## src/rtl/seg7_pkg.sv

```systemverilog
`default_nettype none
// +----------------------------------------------------------------------------+
// | seg7_pkg                                                                   |
// | Segment patterns, scan FSM states and helpers for the seven-segment monitor|
// | Revision: 1.0                                                              |
// +----------------------------------------------------------------------------+
package seg7_pkg;

  // Lit-segment masks, bit 0 = a ... bit 6 = g
  localparam logic [6:0] c_lit_0 = 7'b0111111;
  localparam logic [6:0] c_lit_1 = 7'b0000110;
  localparam logic [6:0] c_lit_2 = 7'b1011011;
  localparam logic [6:0] c_lit_3 = 7'b1001111;
  localparam logic [6:0] c_lit_4 = 7'b1100110;
  localparam logic [6:0] c_lit_5 = 7'b1101101;
  localparam logic [6:0] c_lit_6 = 7'b1111101;
  localparam logic [6:0] c_lit_7 = 7'b0000111;
  localparam logic [6:0] c_lit_8 = 7'b1111111;
  localparam logic [6:0] c_lit_9 = 7'b1101111;

  localparam logic [3:0] c_max_hi_digit = 4'd5;

  typedef enum logic [1:0] {
    WAIT_SEL = 2'd0,
    SETTLE   = 2'd1,
    HOLD     = 2'd2
  } scan_state_t;

  function automatic logic [5:0] bcd_pair_to_bin(input logic [3:0] hi, input logic [3:0] lo);
    logic [5:0] w_h;
    w_h = {2'b00, hi};
    return (w_h << 3) + (w_h << 1) + {2'b00, lo};
  endfunction

endpackage
`default_nettype wire

```

## src/rtl/seg7_pattern_decode.sv

```systemverilog
`default_nettype none
// +----------------------------------------------------------------------------+
// | seg7_pattern_decode                                                        |
// | Active-low seven-segment pattern to BCD, flags patterns that are no digit. |
// | Revision: 1.0                                                              |
// +----------------------------------------------------------------------------+
module seg7_pattern_decode
  import seg7_pkg::*;
(
  input  logic [6:0] seg7in,
  output logic       legal,
  output logic [3:0] bcd
);

  logic [6:0] w_lit;
  assign w_lit = ~seg7in;

  always_comb begin
    legal = 1'b1;
    bcd   = 4'd0;
    case (w_lit)
      c_lit_0: bcd = 4'd0;
      c_lit_1: bcd = 4'd1;
      c_lit_2: bcd = 4'd2;
      c_lit_3: bcd = 4'd3;
      c_lit_4: bcd = 4'd4;
      c_lit_5: bcd = 4'd5;
      c_lit_6: bcd = 4'd6;
      c_lit_7: bcd = 4'd7;
      c_lit_8: bcd = 4'd8;
      c_lit_9: bcd = 4'd9;
      default: legal = 1'b0;
    endcase
  end

endmodule
`default_nettype wire

```

## src/rtl/seg7_scan_decoder.sv

```systemverilog
`default_nettype none
// +----------------------------------------------------------------------------+
// | seg7_scan_decoder                                                          |
// | Settles and decodes a scanned two-digit display back to a seconds value.   |
// | Optional SEG7_DEC_STATS_EN adds err_count / frame_count statistics.        |
// | Revision: 1.0                                                              |
// +----------------------------------------------------------------------------+
module seg7_scan_decoder
  import seg7_pkg::*;
#(
  parameter int SETTLE_CYCLES = 4
)
(
  input  logic       clock_input,
  input  logic       reset,
  input  logic [7:0] AN,
  input  logic [6:0] seg7in,
  output logic [3:0] digit_lo,
  output logic [3:0] digit_hi,
  output logic [5:0] sec_value,
  output logic       valid,
  output logic       frame_done,
  output logic       seg_err,
  output logic       an_err
`ifdef SEG7_DEC_STATS_EN
  ,
  output logic [7:0]  err_count,
  output logic [15:0] frame_count
`endif
);

  localparam logic [7:0] c_settle = 8'(SETTLE_CYCLES);

  scan_state_t r_state;
  scan_state_t w_next_state;

  logic [7:0] r_count;
  logic [7:0] w_count_next;
  logic [1:0] r_an_prev;
  logic [6:0] r_seg_prev;
  logic       w_start;
  logic       w_incr;
  logic       w_capture;

  logic [3:0] r_digit_lo;
  logic [3:0] r_digit_hi;
  logic [5:0] r_sec_value;
  logic       r_valid;
  logic       r_frame_done;
  logic       r_seg_err;
  logic       r_an_err;
  logic       r_got_lo;
  logic       r_got_hi;
  logic       r_pend_seg;
  logic       r_pend_an;

  logic       w_legal;
  logic [3:0] w_bcd;
  logic       w_unused_an;

  assign w_unused_an = &{1'b0, AN[7:2]};

  logic w_sel_any;
  logic w_sel_both;
  logic w_same;
  logic w_an_change;
  logic w_frame_ready;

  assign w_sel_any     = (AN[1:0] != 2'b11);
  assign w_sel_both    = (AN[1:0] == 2'b00);
  assign w_same        = ({AN[1:0], seg7in} == {r_an_prev, r_seg_prev});
  assign w_an_change   = (AN[1:0] != r_an_prev);
  assign w_frame_ready = r_got_lo & r_got_hi;

  seg7_pattern_decode u_decode (
    .seg7in (seg7in),
    .legal  (w_legal),
    .bcd    (w_bcd)
  );

  always_ff @(posedge clock_input or posedge reset) begin
    if (reset) begin
      r_state <= WAIT_SEL;
    end else begin
      r_state <= w_next_state;
    end
  end

  always_comb begin
    w_next_state = r_state;
    case (r_state)
      WAIT_SEL: begin
        if (w_capture)    w_next_state = HOLD;
        else if (w_start) w_next_state = SETTLE;
      end
      SETTLE: begin
        if (w_capture)              w_next_state = HOLD;
        else if (w_start || w_incr) w_next_state = SETTLE;
        else                        w_next_state = WAIT_SEL;
      end
      HOLD: begin
        if (w_capture)        w_next_state = HOLD;
        else if (w_start)     w_next_state = SETTLE;
        else if (w_an_change) w_next_state = WAIT_SEL;
      end
      default: w_next_state = WAIT_SEL;
    endcase
  end

  // A capture can fire on the very cycle settling starts when SETTLE_CYCLES is 1
  always_comb begin
    w_start = 1'b0;
    w_incr  = 1'b0;
    case (r_state)
      WAIT_SEL: w_start = w_sel_any;
      SETTLE: begin
        if (w_same) w_incr  = 1'b1;
        else        w_start = w_sel_any;
      end
      HOLD:     w_start = w_an_change & w_sel_any;
      default:  w_start = 1'b0;
    endcase
    if (w_start)     w_count_next = 8'd1;
    else if (w_incr) w_count_next = r_count + 8'd1;
    else             w_count_next = r_count;
    w_capture = (w_start | w_incr) && (w_count_next == c_settle);
  end

  always_ff @(posedge clock_input or posedge reset) begin
    if (reset) begin
      r_count    <= 8'd0;
      r_an_prev  <= 2'b11;
      r_seg_prev <= 7'h7F;
    end else begin
      r_count    <= w_count_next;
      r_an_prev  <= AN[1:0];
      r_seg_prev <= seg7in;
    end
  end

  // Errors and frame results land one edge after the capture that caused them
  always_ff @(posedge clock_input or posedge reset) begin
    if (reset) begin
      r_digit_lo   <= 4'd0;
      r_digit_hi   <= 4'd0;
      r_sec_value  <= 6'd0;
      r_valid      <= 1'b0;
      r_frame_done <= 1'b0;
      r_seg_err    <= 1'b0;
      r_an_err     <= 1'b0;
      r_got_lo     <= 1'b0;
      r_got_hi     <= 1'b0;
      r_pend_seg   <= 1'b0;
      r_pend_an    <= 1'b0;
    end else begin
      r_frame_done <= 1'b0;
      r_seg_err    <= r_pend_seg | (w_frame_ready && (r_digit_hi > c_max_hi_digit));
      r_an_err     <= r_pend_an;
      r_pend_seg   <= 1'b0;
      r_pend_an    <= 1'b0;
      if (w_frame_ready) begin
        r_got_lo <= 1'b0;
        r_got_hi <= 1'b0;
        if (r_digit_hi <= c_max_hi_digit) begin
          r_sec_value  <= bcd_pair_to_bin(r_digit_hi, r_digit_lo);
          r_valid      <= 1'b1;
          r_frame_done <= 1'b1;
        end
      end
      if (w_capture) begin
        if (w_sel_both) begin
          r_pend_an <= 1'b1;
          r_got_lo  <= 1'b0;
          r_got_hi  <= 1'b0;
        end else if (!w_legal) begin
          r_pend_seg <= 1'b1;
          r_got_lo   <= 1'b0;
          r_got_hi   <= 1'b0;
        end else if (!AN[0]) begin
          r_digit_lo <= w_bcd;
          r_got_lo   <= 1'b1;
        end else begin
          r_digit_hi <= w_bcd;
          r_got_hi   <= 1'b1;
        end
      end
    end
  end

  assign digit_lo   = r_digit_lo;
  assign digit_hi   = r_digit_hi;
  assign sec_value  = r_sec_value;
  assign valid      = r_valid;
  assign frame_done = r_frame_done;
  assign seg_err    = r_seg_err;
  assign an_err     = r_an_err;

`ifdef SEG7_DEC_STATS_EN
  logic [7:0]  r_err_count;
  logic [15:0] r_frame_count;

  always_ff @(posedge clock_input or posedge reset) begin
    if (reset) begin
      r_err_count   <= 8'd0;
      r_frame_count <= 16'd0;
    end else begin
      if ((r_seg_err | r_an_err) && (r_err_count != 8'hFF)) begin
        r_err_count <= r_err_count + 8'd1;
      end
      if (r_frame_done) begin
        r_frame_count <= r_frame_count + 16'd1;
      end
    end
  end

  assign err_count   = r_err_count;
  assign frame_count = r_frame_count;
`endif

endmodule
`default_nettype wire

```

## config.mk

```make
export PLATFORM = sky130hd
export DESIGN_NAME = seg7_scan_decoder
export DESIGN_NICKNAME = d
export VERILOG_FILES = /design/src/rtl/seg7_pkg.sv /design/src/rtl/seg7_pattern_decode.sv /design/src/rtl/seg7_scan_decoder.sv
export SDC_FILE = /design/constraint.sdc
export NUM_CORES = 1
export LEC_CHECK = 0
export CAP_MARGIN = 10
export CORE_MARGIN = 5
export CORE_UTILIZATION = 58
export CTS_CLUSTER_SIZE = 14
export DETAILED_ROUTE_END_ITERATION = 10
export GPL_ROUTABILITY_DRIVEN = 0
export PLACE_DENSITY = 0.94
export SYNTH_ARGS = -nofsm -noshare
export SYNTH_HDL_FRONTEND = slang
export SYNTH_SLANG_ARGS = --single-unit
export TNS_END_PERCENT = 50
```

## constraint.sdc

```tcl
create_clock -name clock_input -period 8.6 [get_ports clock_input]
set_input_delay 0.86 -clock clock_input [delete_from_list [all_inputs] [get_ports clock_input]]
set_output_delay 0.86 -clock clock_input [all_outputs]
set_load 0.03 [all_outputs]
```

==> results.md <==
- Post-CTS Resized: 0
- Final Power: roughly 390 uW
- HP Class: reg2reg
- Initial Util: 0.611
- Setup violations, final: 0
- Final hold violation count: 0
- Hold Buf Count CTS: 0
- Initial antenna violation count: 0
- DR WL/cell: 17.3 microns
- Antenna viol nets, final: 0
- Tmin final: 4.05 ns
- Crit Path Max Fanout: 10
- Worst setup margin: about 4.5 ns
- Period Utilization, post-route: 0.471
- Switching share of total power: 0.221
- Slew headroom: 0.426
- DR vias: ~1.8k
- Max_cap viols: 0
- Fmax: 0.247 GHz
- CTS tree: done
- TNS Setup: 0 ns
- Crit end category: register
- Internal Power: 302 uW
- Post-synthesis sequential area ratio: 0.457
- Root Buffer: clkbuf_8
- Pin count of the biggest net entering global routing: 42
- Critical path type: in2reg
- Status: complete, no violations
- Layout Skew: approximately 0.0061 ns
- Static Leak: 1.16 nW
- DR DRC count: 0
- Max IR drop VDD: ~0.11 mV
- Vias/cell: 6.21
- H-Tree Depth: 2
- Starting DRT DRC Count: 191
- Mapped Area: 0.00227 sq mm
- Die X: between 70 and 80 microns
- Nets: 263
- Vias in the first global route: roughly 1.7k
- Avg Synthesized Cell Area: 10.8 sq um
- Fillers: 255
- Largest area contributor in the netlist: dfrtp_1
- Mapped Nets: 236
- CTS max path bufs: 2
- Sequential power share: 0.512
- CTS clk-pin slew, worst paths: 0.08 ns
- Library cells used by synthesis: 48
- Synth-to-Final Area Change: 18.0%
- Pwr Density: 145 mW/mm^2
- # Post-CTS Setup Buffers: 0
- Synth area leaders: dfrtp_1 35%, dfstp_2 10%, mux2_1 4.0%, ha_1 3.9%, xnor2_1 3.9%
- Core area: 0.00372 sq mm
- Gr ovfl total: 0
- NetSw: 85.9 uW
- Worst hold stages: 0
- Reg2Reg Depth: 7
- Slew Limit Fails: 0
- Routed wire length: 4940 microns
- Most frequent cells in the layout: 32 x dfrtp_1, 28 x clkdlybuf4s50_1, 23 x nand2_1
- # IOs: 35
- Place WS: 4.30 ns
- Data arrival, critical path: between 4 and 5 ns
- Die footprint: 0.00526 sq mm
- Layout cells sized above 1: 0.143
- CP startpoint kind: input port
- Flops & latches, synth: between 40 and 50
- Slew at the pin closest to its max-slew limit: 0.853 ns
- Clock network power share: 0.414
- Num CTS Buffers: 5
- Commonest non-fill, non-tap cell in the layout: dfrtp_1
- Post-synth top area share: 0.353
- Cells after synthesis: 210
- Gr usage total: 0.198
- Skew-Pair Late Insertion Delay: ~0.29 ns
- Logic pwr share: 0.074
- Drt first pass iters: 4
- RSZ-0062 raised after global routing: no
- Height of the die: 72.6 microns
- Worst endpoint required time: a little under 9 ns
- Ant diodes: 0
- Clk sinks: 41
- I/O Buffers: 28
- Dpl hpwl: 3580 microns
- Synth warnings: 0
- First-pass GRT wire length: ~8100 microns
- # rows: 22
-- Yosys cell counts, drive strengths merged --
cell	n
nor2b	2
or4b	2
nand3b	2
o31ai	5
nor3	5
dfstp	9
nor3b	1
or3	2
nand4	6
a31oi	2
a41o	1
a2111oi	2
nand2	23
or2	4
a22o	3
inv	8
a21o	2
o41ai	3
clkbuf	4
dfrtp	32
fa	2
xor2	7
o22ai	1
nor2	12
nand4bb	1
mux2	12
a32oi	1
nor4	3
a2111o	1
nand3	4
ha	7
nand2b	3
mux2i	2
a21oi	8
o21ai	8
a311o	2
buf	5
and3	1
xnor2	10
o21bai	2
-- per-layer routing --
layer / part of all wire / global-route usage
met5: 0 / 0
met4: 0.026 / 0.0758
met3: 0.055 / 0.0512
met2: 0.52 / 0.340
met1: 0.40 / 0.236
-- metrics by stage --
stage	hold WS (ns)	area, sq um	instances	utilization
finish	0.352	2680	286	0.721
global route	0.360	2680	286	0.721
CTS	0.352	2680	286	0.721
detailed placement	0.335	2560	278	0.689
global placement	0.332	2560	278	0.689
floorplan	0.331	2270	210	-
-- power by group through the flow --
| stage | registers, mW | logic [mW] | clock network (mW) |
|---|---|---|---|
| final | 0.199 | 0.0289 | 0.161 |
| after global routing | 0.199 | 0.0315 | 0.172 |
| after floorplan | 0.202 | 0.0193 | 0 |
| after CTS | 0.199 | 0.0289 | 0.162 |
| after global placement | 0.202 | 0.0272 | 0 |
| after detailed placement | 0.202 | 0.0286 | 0 |
-- path summary, 6_finish.rpt --
path,from,to,slack [ns]
worst max-delay path,AN[0],digit_hi[0],4.55
worst min-delay path,r_pend_an,an_err,0.35
worst max register to register,r_an_prev[1],digit_hi[0],5.34
worst min register to register,r_pend_an,an_err,0.35
max in group asynchronous,reset,r_seg_prev[2],7.26
min in group asynchronous,reset,r_count[5],0.97
-- area by class of cell --
| cell class | count | area, sq um | share of cell area |
|---|---|---|---|
| Multi-Input combinational cell | 152 | 1140 | 0.427 |
| Sequential cell | 41 | 1040 | 0.387 |
| Timing Repair Buffer | 29 | 288 | 0.107 |
| Clock buffer | 6 | 82.6 | 0.0308 |
| Tap cell | 48 | 60.1 | 0.0224 |
| Clock inverter | 2 | 37.5 | 0.0140 |
| Inverter | 8 | 30.0 | 0.0112 |
-- state kept, by name (all words and copies together) (netlist names) --
signal	cells
r_count	8
r_seg_prev	7
sec_value	6
digit_hi	4
digit_lo	4
r_an_prev	2
r_state	2
an_err	1
frame_done	1
r_got_hi	1
r_got_lo	1
r_pend_an	1
r_pend_seg	1
seg_err	1
valid	1
-- critical path, cell delays in order --
cell and delay [ns]:
clkdlybuf4s50_1 0.73, xor2_1 0.15, or4b_1 0.65, or3_1 0.54, o41ai_4 0.43, and3_4 0.30
nand4_4 0.17, mux2_1 0.38
-- logic make-up after synthesis --
kind of cell	Yosys count	synth area share
compound gates	41	0.136
mux	14	0.0684
simple gates	71	0.178
xor+xnor	17	0.0656
flops	41	0.457
fa+ha+maj	9	0.0562
buf+inv	17	0.0391
(Power assumes the default switching activity.)
